File: src/rtl/uart_tx_arbiter.sv
// ============================================================================
// Module  : uart_tx_arbiter
// Brief   : Round-robin scheduler of button and rx-echo bytes onto one UART
//           transmit serializer, with start/busy handshake and busy timeout.
// Revision: 1.0 - initial release
// ============================================================================
`default_nettype none

module uart_tx_arbiter #(
  parameter int DATA_W       = 8,
  parameter int BUSY_TIMEOUT = 1024
) (
  input  logic              clk,
  input  logic              rst_n,
  input  logic              btn_level_i,
  input  logic [DATA_W-1:0] sw_data_i,
  input  logic              rx_valid_i,
  input  logic [DATA_W-1:0] rx_data_i,
  input  logic              tx_busy_i,
  output logic              tx_start_o,
  output logic [DATA_W-1:0] tx_data_o,
  output logic              grant_src_o,
  output logic              btn_ovf_o,
  output logic              rx_ovf_o,
  output logic              tx_done_o,
  output logic              tx_fault_o
);

  localparam int              CNT_W    = (BUSY_TIMEOUT > 1) ? $clog2(BUSY_TIMEOUT) : 1;
  localparam logic [CNT_W-1:0] CNT_LAST = CNT_W'(BUSY_TIMEOUT - 1);

  typedef enum logic [1:0] {
    IDLE      = 2'd0,
    WAIT_BUSY = 2'd1,
    WAIT_DONE = 2'd2
  } state_e;

  state_e            state_q;
  logic [CNT_W-1:0]  cnt_q;
  logic              btn_q;
  logic              btn_pend_q;
  logic              rx_pend_q;
  logic              last_grant_q;
  logic [DATA_W-1:0] btn_buf_q;
  logic [DATA_W-1:0] rx_buf_q;
  logic [DATA_W-1:0] tx_data_q;
  logic              tx_start_q;
  logic              grant_src_q;
  logic              btn_ovf_q;
  logic              rx_ovf_q;
  logic              tx_done_q;
  logic              tx_fault_q;

  logic press_d;
  logic grant_d;
  logic grant_sel_d;
  logic grant_btn_d;
  logic grant_rx_d;

  always_comb begin
    press_d     = btn_level_i & ~btn_q;
    grant_d     = (state_q == IDLE) & (btn_pend_q | rx_pend_q) & ~tx_busy_i;
    // On a tie the source that did not win last time gets the serializer.
    grant_sel_d = (btn_pend_q & rx_pend_q) ? ~last_grant_q : ~btn_pend_q;
    grant_btn_d = grant_d & ~grant_sel_d;
    grant_rx_d  = grant_d &  grant_sel_d;
  end

  // A new event in the cycle its source is granted refills the buffer:
  // the old byte leaves this edge, so nothing is dropped.
  always_ff @(posedge clk or negedge rst_n) begin
    if (!rst_n) begin
      btn_q      <= 1'b1;
      btn_pend_q <= 1'b0;
      rx_pend_q  <= 1'b0;
      btn_buf_q  <= '0;
      rx_buf_q   <= '0;
      btn_ovf_q  <= 1'b0;
      rx_ovf_q   <= 1'b0;
    end else begin
      btn_q     <= btn_level_i;
      btn_ovf_q <= 1'b0;
      rx_ovf_q  <= 1'b0;

      if (press_d) begin
        if (!btn_pend_q || grant_btn_d) begin
          btn_buf_q  <= sw_data_i;
          btn_pend_q <= 1'b1;
        end else begin
          btn_ovf_q <= 1'b1;
        end
      end else if (grant_btn_d) begin
        btn_pend_q <= 1'b0;
      end

      if (rx_valid_i) begin
        if (!rx_pend_q || grant_rx_d) begin
          rx_buf_q  <= rx_data_i;
          rx_pend_q <= 1'b1;
        end else begin
          rx_ovf_q <= 1'b1;
        end
      end else if (grant_rx_d) begin
        rx_pend_q <= 1'b0;
      end
    end
  end

  always_ff @(posedge clk or negedge rst_n) begin
    if (!rst_n) begin
      state_q      <= IDLE;
      cnt_q        <= '0;
      last_grant_q <= 1'b1;
      tx_start_q   <= 1'b0;
      tx_data_q    <= '0;
      grant_src_q  <= 1'b0;
      tx_done_q    <= 1'b0;
      tx_fault_q   <= 1'b0;
    end else begin
      tx_start_q <= 1'b0;
      tx_done_q  <= 1'b0;
      tx_fault_q <= 1'b0;
      case (state_q)
        IDLE: begin
          if (grant_d) begin
            tx_data_q    <= grant_sel_d ? rx_buf_q : btn_buf_q;
            grant_src_q  <= grant_sel_d;
            last_grant_q <= grant_sel_d;
            tx_start_q   <= 1'b1;
            cnt_q        <= '0;
            state_q      <= WAIT_BUSY;
          end
        end
        WAIT_BUSY: begin
          if (tx_busy_i) begin
            cnt_q   <= '0;
            state_q <= WAIT_DONE;
          end else if (cnt_q == CNT_LAST) begin
            // Serializer never answered: drop the byte rather than retry.
            tx_fault_q <= 1'b1;
            cnt_q      <= '0;
            state_q    <= IDLE;
          end else begin
            cnt_q <= cnt_q + 1'b1;
          end
        end
        WAIT_DONE: begin
          if (!tx_busy_i) begin
            tx_done_q <= 1'b1;
            state_q   <= IDLE;
          end
        end
        default: state_q <= IDLE;
      endcase
    end
  end

  assign tx_start_o  = tx_start_q;
  assign tx_data_o   = tx_data_q;
  assign grant_src_o = grant_src_q;
  assign btn_ovf_o   = btn_ovf_q;
  assign rx_ovf_o    = rx_ovf_q;
  assign tx_done_o   = tx_done_q;
  assign tx_fault_o  = tx_fault_q;

endmodule

`default_nettype wire

File: config.mk
export PLATFORM = sky130hd
export DESIGN_NAME = uart_tx_arbiter
export DESIGN_NICKNAME = d
export VERILOG_FILES = /design/src/rtl/uart_tx_arbiter.sv
export SDC_FILE = /design/constraint.sdc
export NUM_CORES = 1
export LEC_CHECK = 0
export ABC_AREA = 1
export CAP_MARGIN = 15
export CORE_MARGIN = 5
export CORE_UTILIZATION = 47
export CTS_CLUSTER_DIAMETER = 150
export DETAILED_ROUTE_END_ITERATION = 6
export PLACE_DENSITY = 0.82
export REMOVE_ABC_BUFFERS = 1
export SYNTH_ARGS = -nofsm -noshare
export SYNTH_HDL_FRONTEND = slang
export SYNTH_SLANG_ARGS = --single-unit
File: constraint.sdc
create_clock -name clk -period 1.2 [get_ports clk]
set_input_delay 0.24 -clock clk [delete_from_list [all_inputs] [get_ports clk]]
set_output_delay 0.24 -clock clk [all_outputs]
set_load 0.005 [all_outputs]
# ---- Word level (Yosys, flattened, before mapping)
# Index checks and enable logic that the tools add are counted.
dict set report word_totals {
  ff_bits 46
  latchBits 0
  ramBits 0
  mem_bits_ro 0
  inputBits 21
  output_inout_bits 14
  elab_cells 79
  memories 0
}
dict set report classes {
  add_sub_neg 1
  multipliers 0
  div_mod_pow 0
  magnitude_cmp 0
  n_eq_ne 8
  n_shift 0
  n_mux 28
  bitwise 12
  reduce_logical 15
}
# cell n
set ops {}
lappend ops {{$mux W10} 3}
lappend ops {{$pmux W10 S2} 1}
lappend ops {{$mux W1} 18}
lappend ops {{$reduce_and A2 Y1} 6}
lappend ops {{$add A10 B1 Y10 const B} 1}
lappend ops {{$eq A10 B10 Y1 const B} 1}
lappend ops {{$mux W2} 4}
lappend ops {{$mux W8} 1}
lappend ops {{$and A1 B1 Y1} 6}
lappend ops {{$pmux W2 S3} 1}
lappend ops {{$reduce_bool A2 Y1} 3}
lappend ops {{$not A1 Y1} 5}
lappend ops {{$ne A2 B1 Y1 const B} 2}
lappend ops {{$ne A2 B2 Y1 const B} 2}
lappend ops {{$ne A3 B3 Y1 const B} 1}
lappend ops {{$reduce_and A3 Y1} 1}
lappend ops {{$eq A2 B1 Y1 const B} 1}
lappend ops {{$eq A2 B2 Y1 const B} 1}
lappend ops {{$logic_not A1 Y1} 2}
lappend ops {{$logic_not A2 Y1} 1}
lappend ops {{$logic_or A1 B1 Y1} 2}
lappend ops {{$or A1 B1 Y1} 1}

# ---- Depth between registers and ports, before layout
# Gate-level depths: netlist of run 1.
dict set report depth {
  word_depth 7
  ltp_mapped 9
  depth_no_buf 9
}

# ---- Worst setup path before layout of run 1
# OpenSTA, ideal clock, no wires.
dict set report synth_timing {
  path_type {register to register}
  startpoint {register last_grant_q}
  endpoint {register btn_buf_q[0]}
  setup_ns 0.118
  arrival_ns 1.211
  required_ns 1.082
  setup_slack_ns -0.128
  path_stages_with_launch 8
  n_path_buf 0
  period_less_slack_ns 1.328
  cell_sequence {dfstp_2 -> inv_1 -> a21oi_2 -> inv_1 -> o21ai_1 -> nand2_1 -> nand2_1 -> nand2_1}
}
dict set report synth_via {
  elab_chain_cells 6
}
# element line_no
set synth_rtl {}
lappend synth_rtl {{from (decl)} 43} ;# logic last_grant_q;
lappend synth_rtl {{from (signal assigned)} 128} ;# last_grant_q <= grant_sel_d;
lappend synth_rtl {{$not A1 Y1} 64} ;# grant_sel_d = (btn_pend_q & rx_pend_q) ? ~last_grant_q : ~btn_pend_q;
lappend synth_rtl {{$mux W1} 64}
lappend synth_rtl {{$not A1 Y1} 65} ;# grant_btn_d = grant_d & ~grant_sel_d;
lappend synth_rtl {{$and A1 B1 Y1} 65}
lappend synth_rtl {{$logic_or A1 B1 Y1} 86} ;# if (!btn_pend_q || grant_btn_d) begin
lappend synth_rtl {{$reduce_and A2 Y1 (no line)} -}
lappend synth_rtl {{to (signal assigned)} 87} ;# btn_buf_q <= sw_data_i;
lappend synth_rtl {{to (decl)} 44} ;# logic [DATA_W-1:0] btn_buf_q;
# No other way between the ends.
# A chain may end at the register's enable or synchronous reset.

# ---- Final worst setup path of run 1
dict set report layout_timing {
  startpoint {register cnt_q[1]}
  endpoint {register state_q[0]}
}
dict set report layout_via {
  elab_chain_cells 3
}
# element line_no
set layout_rtl {}
lappend layout_rtl {{from (decl)} 39} ;# logic [CNT_W-1:0] cnt_q;
lappend layout_rtl {{from (signal assigned)} 144} ;# cnt_q <= cnt_q + 1'b1;
lappend layout_rtl {{$eq A10 B10 Y1} 138} ;# end else if (cnt_q == CNT_LAST) begin
lappend layout_rtl {{$ne A3 B3 Y1 (no line)} -}
lappend layout_rtl {{$reduce_and A3 Y1 (no line)} -}
lappend layout_rtl {{to (signal assigned)} 137} ;# state_q <= WAIT_DONE;
lappend layout_rtl {{to (signal assigned)} 142} ;# state_q <= IDLE;
lappend layout_rtl {{to (signal assigned)} 150} ;# state_q <= IDLE;
lappend layout_rtl {{to (decl)} 38} ;# state_e state_q;
# No other way between the ends.

==> impl_metrics.yaml, run 1 <==
outcome:
  violations: "setup timing"
  status: "finished, violations left"
detailed_routing:
  vias_per_cell: 5.29
  wl_met1_mm: 2.36
  drt_iter0_drc: 147
  maxUsedRoutingLayer: "met4"
  final_antenna_net_count: 0
  via_count: 1989
  drc: 0
  met2_length_mm: 3.19
  first_pass_iters: 5
  wl_met3_um: 319
  avgRoutedWirePerCell_um: 16.0
  wirelength_mm: 6.01
cells_and_area:
  diodes: 0
  final_common_cell: "nand2_1"
  areaGrowthSynthToFinish_pct: 61.1
  drive_gt1_share_pct: 38.3
  layout.cells.most_common_list: "nand2_1, dfrtp_1, buf_4"
  nets: 347
clock_tree:
  numCtsBuffers: 5
  cts_root_buf: "clkbuf_8"
  htree_levels: 2
  clock-sinks: 46
  cts_tree: "built"
  clk_latency_ns: 0.31
  clk_pin_slew_ns: 0.10
  cts.path.max_buffers: 2
job:
  max_cap_viol_count: 0
pwr:
  p_leak_uw: 0.00158
  total_power_uw: 6980
  ir_worst_vdd_uv: 1420
  power_density_nw_per_um2: 2180
logic_synthesis:
  postSynthAreaPerCell_um2: 8.39
  ys_seq_area_share_pct: 58.0
  syn_area_um2: 1990
  yosysWarnings: 0
  ys_ff_latch: 46
  synth_cell_types: 24
  synth_cells: 237
global_routing:
  antenna_found_initial: 0
  grt_pass1_vias: 2078
  grt_pass1_wl_mm: 9.47
  grt_usage_pct: 22.5
  grt_start_max_net_pins: 47
  overflow: 0
sta:
  relSlewSlack_pct: 80.1
  worst-slew-pin-transition_ns: 0.297
  rsz0062_at_grt: "yes"
  max_freq_mhz: 701
  hold_viol: 0
  finalCriticalPeriod_ns: 1.43
  setup_viol: 42
  slew_violations: 0
  whs_ns: 0.372
  skew_ns: 0.0123
  finalCritPeriodShare_pct: 119
  setup_slack_ns: -0.226
critical_path:
  path_cells: "ha_2, inv_2, nor2_4, buf_6, nand3_4, nand3_4, buf_6, nand2_2"
  cp_max_fo: 4
  slowest_stage: "dfrtp_1"
  crit_type: "reg2reg"
  start_kind: "register"
  worstPathRequired_ns: 1.40
  crit_arrival_ns: 1.63
  slowest_delay_ns: 0.40
  end_kind: "register"
placed_design:
  portBuffers: 34
  dp.final_hpwl_mm: 3.25
  place_congestion: 0.865
die:
  die_x_um: 75.1
  die_area_um2: 5630
  io_pins: 35
  core_um2: 4060
  start_util_pct: 49.0
  dieHeight_um: 75.1
  row_count: 23
min_path:
  hold_path.class: "in2reg"
-- synth_stat cells --
master / number / share of area, %
a21oi_1: 3 / 0.75
a21oi_2: 1 / 0.44
a22oi_1: 3 / 1.1
buf_2: 1 / 0.25
buf_4: 1 / 0.38
clkbuf_1: 1 / 0.19
dfrtp_1: 44 / 55
dfstp_2: 2 / 2.6
ha_1: 1 / 0.63
inv_1: 21 / 4.0
inv_2: 2 / 0.38
nand2_1: 99 / 19
nand2_2: 1 / 0.31
nand3_1: 21 / 5.3
nand3_2: 1 / 0.50
nand4_1: 5 / 1.6
nor2_1: 15 / 2.8
nor2_2: 1 / 0.31
nor2_4: 2 / 1.1
nor3_1: 1 / 0.25
nor4_1: 1 / 0.31
o21ai_0: 8 / 2.0
o21ai_1: 1 / 0.25
xor2_1: 1 / 0.44
-- report_power, final --
group	internal (uW)	switching, uW	total [uW]
logic	1620	1710	3330
clock network	620	563	1180
registers	2090	371	2460
-- stage by stage --
stage                     instance area [um2]  util [%]  TNS [ns]  setup slack [ns]  cells
after detailed placement                 2640      65.2    -14.42            -0.447    351
after floorplan                          1970         -     -9.88            -0.563    234
after global placement                   2640      65.2    -13.38            -0.415    351
after global routing                     3200      79.0     -9.77            -0.322    376
after CTS                                3080      76.0     -4.34            -0.163    370
final                                    3200      79.0     -6.48            -0.226    376
-- per-layer routing --
| metal | vias to the layer above | GRT usage [%] |
|---|---|---|
| li1 | 928 | - |
| met1 | 969 | 26.3 |
| met2 | 77 | 39.6 |
| met3 | 15 | 4.81 |
| met4 | 0 | 10.3 |
| met5 | - | 0 |
-- cell families (layout without fill, tap and decap cells) --
| logic type | after synthesis | count (layout) | share of synthesized area, % |
|---|---|---|---|
| adders and majority gates | 1 | 1 | 0.629 |
| buffers and inverters | 26 | 114 | 5.16 |
| AOI/OAI and AO/OA | 16 | 16 | 4.59 |
| xor gates and xnor gates | 1 | 1 | 0.440 |
| DFF | 46 | 46 | 58.0 |
| and+or+nand+nor | 147 | 148 | 31.2 |
-- flip-flops by register name (all words and copies together) (netlist names), 2 cells and up --
name       count
cnt_q         10
btn_buf_q      8
state_q        2
rx_buf_q       8
tx_data_o      8
-- worst paths after layout --
path | startpoint | end | slack [ns] | cells past startpoint
min reg2reg | rx_buf_q[2]$_DFFE_PN0P_ | rx_buf_q[2]$_DFFE_PN0P_ | 0.48 | 2
max in group asynchronous | rst_n | btn_q$_DFF_PN1_ | 0.49 | 3
max | cnt_q[1]$_DFFE_PN0P_ | state_q[0]$_DFFE_PN0P_ | -0.23 | 8
min in group asynchronous | rst_n | cnt_q[4]$_DFFE_PN0P_ | 0.44 | 3
max reg2reg | cnt_q[1]$_DFFE_PN0P_ | state_q[0]$_DFFE_PN0P_ | -0.23 | 8
min | btn_level_i | btn_q$_DFF_PN1_ | 0.37 | 1
-- final cells by class --
| type | instances | area, um2 |
|---|---|---|
| Multi-Input combinational cell | 166 | 1000 |
| Fill cell | 236 | 853 |
| Clock buffer | 5 | 68.8 |
| Clock inverter | 3 | 45.0 |
| Sequential cell | 46 | 1150 |
| Tap cell | 50 | 62.6 |
| Inverter | 23 | 91.3 |
| Timing Repair Buffer | 83 | 782 |
-- critical path: cells and delay by family (launching register included) --
family | cells | cell delay (ns)
adders and majority gates | 1 | 0.23
buffers and inverters | 3 | 0.30
DFF | 1 | 0.40
and+or+nand+nor | 4 | 0.39
-- repair_timing --
| action | in CTS | in global routing |
|---|---|---|
| hold endpoints to repair | 44 | 0 |
| pin swaps | 22 | 11 |
| setup endpoints to repair | 55 | 48 |
| cloned | 2 | 1 |
| hold buffers | 1 | 0 |
| resized for setup | 92 | 34 |
| setup buffers | 8 | 5 |
No activity file was read; power rests on OpenSTA's default activity.
==> run 2, diff against run 1 <==
--- a/config.mk
+++ b/config.mk
@@ -7,7 +7,6 @@
 export LEC_CHECK = 0
 export ABC_AREA = 1
 export CAP_MARGIN = 15
-export CORE_MARGIN = 5
 export CORE_UTILIZATION = 47
 export CTS_CLUSTER_DIAMETER = 150
 export DETAILED_ROUTE_END_ITERATION = 6
==> run 2 against run 1 <==
Compared with the run above:
- the run still ends with setup timing left
- sequential share of layout area up 1.3 points
- global-route usage up 3.4 points
- utilization down 2.3 points
- combinational power down 4%
- final cell count down 1.1%
- critical path type unchanged
- largest cell class unchanged
- largest power group unchanged
==> impl_metrics.yaml, run 2 (synthesized netlist as in run 1, its figures left out) <==
outcome:
  status: "finished, violations left"
  violations: "setup timing"
detailed_routing:
  first_pass_iters: 4
  drt_iter0_drc: 145
  via_count: 1918
  drc: 0
  vias_per_cell: 5.16
  avgRoutedWirePerCell_um: 14.4
  final_antenna_net_count: 0
  wirelength_mm: 5.35
critical_path:
  critical_path_buf_inv_count: 3
  slowest_delay_ns: 0.53
  crit_arrival_ns: 1.63
  slowest_stage: "dfstp_2"
  cp_max_fo: 10
  crit_family: "flip-flops"
  path_common_cell: "inv_2"
  start_kind: "register"
  worstPathRequired_ns: 1.44
  crit_type: "reg2reg"
  end_kind: "register"
  path_cells: "inv_2, a21oi_4, inv_2, o21ai_4, buf_6, nand3_1, nand2_1"
sta:
  finalCritPeriodShare_pct: 116
  skew_ns: 0.00930
  max_freq_mhz: 719
  setup_viol: 41
  tns_ns: -5.69
  worst-slew-pin-transition_ns: 0.292
  setup_slack_ns: -0.191
  slew_violations: 0
  rsz0062_at_grt: "yes"
  relSlewSlack_pct: 80.5
  hold_viol: 0
  finalCriticalPeriod_ns: 1.39
cells_and_area:
  largest_register_ffs: 10
  layout.cells.most_common_list: "nand2_1, dfrtp_1, buf_4"
  areaGrowthSynthToFinish_pct: 55.3
  final_common_cell: "nand2_1"
  regMostFlops: "cnt_q"
  stdcell_count: 372
  diodes: 0
  nFillCells: 268
  drive_gt1_share_pct: 32.6
  utilization_pct: 76.7
  nets: 343
placed_design:
  pre_cts_slack_ns: -0.425
  dp.final_hpwl_mm: 3.15
  post-place-cells: 348
  portBuffers: 34
  place_congestion: 0.801
global_routing:
  grt_pass1_wl_mm: 8.37
  grt_usage_pct: 26.0
  overflow: 0
  grt_pass1_vias: 1882
  grt_start_max_net_pins: 47
  antenna_found_initial: 0
die:
  io_pins: 35
  core_um2: 4030
  dieHeight_um: 67.1
  start_util_pct: 49.4
  die_x_um: 67.1
  die_area_um2: 4500
  row_count: 23
job:
  max_cap_viol_count: 0
clock_tree:
  cts_root_buf: "clkbuf_8"
  clk_pin_slew_ns: 0.08
  htree_levels: 2
  clock-sinks: 46
  clk_latency_ns: 0.30
  cts_tree: "built"
  cts.path.max_buffers: 2
  numCtsBuffers: 5
pwr:
  p_leak_uw: 0.00153
  ir_worst_vdd_uv: 1230
  power_density_nw_per_um2: 2120
  total_power_uw: 6560
min_path:
  hold_path.class: "in2reg"
==> run 2: worst paths after layout <==
check                                         start                       end  slack (ns)  cells after the start
setup reg to reg           last_grant_q$_DFFE_PN1P_  btn_buf_q[4]$_DFFE_PN0P_       -0.19                      7
hold / removal                          btn_level_i           btn_q$_DFF_PN1_        0.37                      1
min in group asynchronous                     rst_n      cnt_q[4]$_DFFE_PN0P_        0.44                      3
max in group asynchronous                     rst_n           btn_q$_DFF_PN1_        0.48                      3
hold reg to reg             rx_buf_q[2]$_DFFE_PN0P_   rx_buf_q[2]$_DFFE_PN0P_        0.48                      2
setup / recovery           last_grant_q$_DFFE_PN1P_  btn_buf_q[4]$_DFFE_PN0P_       -0.19                      7
==> run 2: metrics by stage <==
| stage | hold slack [ns] | instance area, um2 |
|---|---|---|
| global placement | 0.236 | 2620 |
| floorplan | -0.0556 | 1970 |
| detailed placement | 0.240 | 2620 |
| finish | 0.369 | 3090 |
| CTS | 0.366 | 2990 |
| global route | 0.381 | 3090 |
==> run 2: worst register-to-register path, cell delays in order, from the launching register on <==
cell	delay (ns)
dfstp_2	0.53
inv_2	0.05
a21oi_4	0.17
inv_2	0.07
o21ai_4	0.19
buf_6	0.17
nand3_1	0.07
nand2_1	0.08
==> run 2: final cells by class <==
type	count	area, um2	area share (%)
Timing Repair Buffer	80	754	24.4
Clock buffer	8	80.1	2.59
Sequential cell	46	1150	37.3
Inverter	23	91.3	2.96
Multi-Input combinational cell	165	948	30.7
Tap cell	50	62.6	2.02
==> run 2: what timing repair did <==
action | in CTS | in global routing
pin swaps | 12 | 3
resized for setup | 79 | 20
setup buffers | 10 | 4
endpoints found under the setup margin | 56 | 45
endpoints found under the hold margin | 44 | 0
gates cloned | 1 | 0
hold buffers | 1 | 0
==> run 2: metal layers <==
layer  share of wire (%)  GRT usage (%)
met4                 1.9           12.0
met1                  39           29.3
met2                  54           45.0
met3                 5.1           7.02
met5                   0              0
==> run 2: power by group <==
group          total (uW)  switching (uW)  internal, uW  leakage [uW]
clock network         933             518           415     0.0000395
logic                3190            1610          1580      0.000900
registers            2440             345          2090      0.000586
==> run 3, diff against run 2 <==
--- a/config.mk
+++ b/config.mk
@@ -7,6 +7,7 @@
 export LEC_CHECK = 0
 export ABC_AREA = 1
 export CAP_MARGIN = 15
+export CORE_MARGIN = 1.5
 export CORE_UTILIZATION = 47
 export CTS_CLUSTER_DIAMETER = 150
 export DETAILED_ROUTE_END_ITERATION = 6
==> run 3 against run 2 <==
Compared with the run above:
- the run still ends with setup timing left
- global-route usage fell by 0.92 points
- final cell count is 0.81% higher
- worst setup slack lost 0.13 ns
- via count up 2.7%
- total power rose by 5.5%
- critical path depth grew 2
- cell area rose by 5.2%
- utilization grew 4.0 points
==> impl_metrics.yaml, run 3 (synthesized netlist as in run 1, its figures left out) <==
detailed_routing:
  final_antenna_net_count: 0
  vias_per_cell: 5.25
  wirelength_mm: 6.08
  drc: 0
  drt_iter0_drc: 123
  via_count: 1970
  first_pass_iters: 4
  avgRoutedWirePerCell_um: 16.2
critical_path:
  start_kind: "register"
  rr_endpoint: "rx_buf_q[3]$_DFFE_PN0P_"
  r2r_cells: 9
  cp_max_fo: 8
  slowest_stage: "dfrtp_1"
  path_cells: "nor2_2, nand3_4, buf_6, nor2_4, inv_2, nand2_4, nand2_8, nand2_1, nand2_2"
  critical_path_buf_inv_count: 2
  worstPathRequired_ns: 1.39
  reg2reg_from: "state_q[0]$_DFFE_PN0P_"
  crit_arrival_ns: 1.71
  end_kind: "register"
  crit_family: "simple AND/OR/NAND/NOR gates"
  crit_type: "reg2reg"
  slowest_delay_ns: 0.42
  rrSetupSlack_ns: -0.32
die:
  dieHeight_um: 68.1
  die_x_um: 68.1
  die_area_um2: 4630
  row_count: 23
  io_pins: 35
  start_util_pct: 49.4
  core_um2: 4030
sta:
  setup_viol: 42
  hold_viol: 0
  worst-slew-pin-transition_ns: 0.316
  finalCritPeriodShare_pct: 127
  max_freq_mhz: 657
  skew_ns: 0.0143
  finalCriticalPeriod_ns: 1.52
  setup_slack_ns: -0.323
  slew_violations: 0
  relSlewSlack_pct: 78.9
  rsz0062_at_grt: "yes"
cells_and_area:
  final_common_cell: "nand2_1"
  largest_register_ffs: 10
  layout.cells.most_common_list: "nand2_1, dfrtp_1, buf_4"
  diodes: 0
  utilization_pct: 80.7
  fin_area_um2: 3250
  regMostFlops: "cnt_q"
  nets: 346
  stdcell_count: 375
  drive_gt1_share_pct: 39.7
  areaGrowthSynthToFinish_pct: 63.4
  nFillCells: 224
min_path:
  min_path_cells: 1
  worstHoldEndpoint: "btn_q$_DFF_PN1_"
  hp-start: "btn_level_i"
  hold_path.class: "in2reg"
pwr:
  switching_share_pct: 38.7
  seqPwrFrac_pct: 35.6
  internal_power_uw: 4240
  power_density_nw_per_um2: 2130
  p_leak_uw: 0.00159
  total_power_uw: 6920
  power.switching_uw: 2680
  p_comb_share_pct: 50.0
  pwr-share-clk_pct: 14.3
  ir_worst_vdd_uv: 1420
global_routing:
  overflow: 0
  antenna_found_initial: 0
  grt_usage_pct: 25.1
  grt_pass1_wl_mm: 8.45
  grt_start_max_net_pins: 34
  grt_pass1_vias: 1939
placed_design:
  dpl_cell_area_um2: 2640
  portBuffers: 34
  post-place-cells: 350
  place_congestion: 0.817
  dp.final_hpwl_mm: 3.21
outcome:
  status: "finished, violations left"
  violations: "setup timing"
clock_tree:
  htree_levels: 2
  cts.path.max_buffers: 2
  cts_tree: "built"
  clk_latency_ns: 0.31
  clock-sinks: 46
  cts_root_buf: "clkbuf_8"
  numCtsBuffers: 5
  clk_pin_slew_ns: 0.09
job:
  max_cap_viol_count: 0
==> run 3: cell types whose count changed in the layout (fill, tap and decap cells not counted), sizes merged <==
cell	previous run	this run
dlygate4sd2	3	4
clkdlybuf4s15	11	10
buf	46	47
nand2	100	101
clkinv	0	1
==> run 3: metrics by stage <==
step           hold slack (ns)  setup TNS [ns]  setup slack [ns]
2_1_floorplan          -0.0556           -9.88            -0.563
3_3_place_gp             0.228          -12.27            -0.393
3_5_place_dp             0.228          -13.22            -0.442
4_1_cts                  0.359           -4.53            -0.165
5_1_grt                  0.364          -11.57            -0.368
6_report                 0.362           -9.21            -0.323
==> run 3: area by class of cell <==
cell class	instances	area (um2)	share of cell area [%]
clock inverters	1	5.00	0.154
inverters	23	88.8	2.73
well taps	50	62.6	1.92
flip-flops and latches	46	1150	35.5
repair buffers	82	805	24.7
clock buffers	7	86.3	2.66
multi-input cells	166	1050	32.3
==> run 3: worst max-delay path by stage <==
stage | startpoint | end | slack [ns] | cells past startpoint
after floorplan | state_q[1]$_DFFE_PN0P_ | btn_buf_q[0]$_DFFE_PN0P_ | -0.56 | 6
after global placement | tx_busy_i | rx_buf_q[4]$_DFFE_PN0P_ | -0.39 | 10
after detailed placement | tx_busy_i | rx_buf_q[3]$_DFFE_PN0P_ | -0.44 | 10
after CTS | state_q[0]$_DFFE_PN0P_ | rx_buf_q[3]$_DFFE_PN0P_ | -0.17 | 8
after global routing | state_q[0]$_DFFE_PN0P_ | rx_buf_q[5]$_DFFE_PN0P_ | -0.37 | 8
final | state_q[0]$_DFFE_PN0P_ | rx_buf_q[3]$_DFFE_PN0P_ | -0.32 | 9
==> run 3: power groups by stage <==
stage                     clock [uW]  combinational [uW]  sequential, uW
after floorplan                    0                1040            2350
after global placement             0                2110            2400
after detailed placement           0                2200            2410
after CTS                        991                2590            2400
after global routing            1060                3730            2510
final                            992                3460            2470
==> run 3: what timing repair did <==
| item | 4_1_cts | 5_1_grt |
|---|---|---|
| setup buffers | 9 | 4 |
| gates cloned | 2 | 1 |
| endpoints found under the hold margin | 44 | 0 |
| resized for setup | 64 | 67 |
| pin swaps | 17 | 26 |
| setup endpoints to repair | 53 | 49 |
| hold buffers | 1 | 0 |
==> run 3: layer usage <==
metal  track usage [%]  wire length, um  up-vias
met3              5.43              271       24
met5                 0                0        -
li1                  -                -      927
met4              9.75              269        0
met2              44.7             3150       76
met1              29.3             2390      943
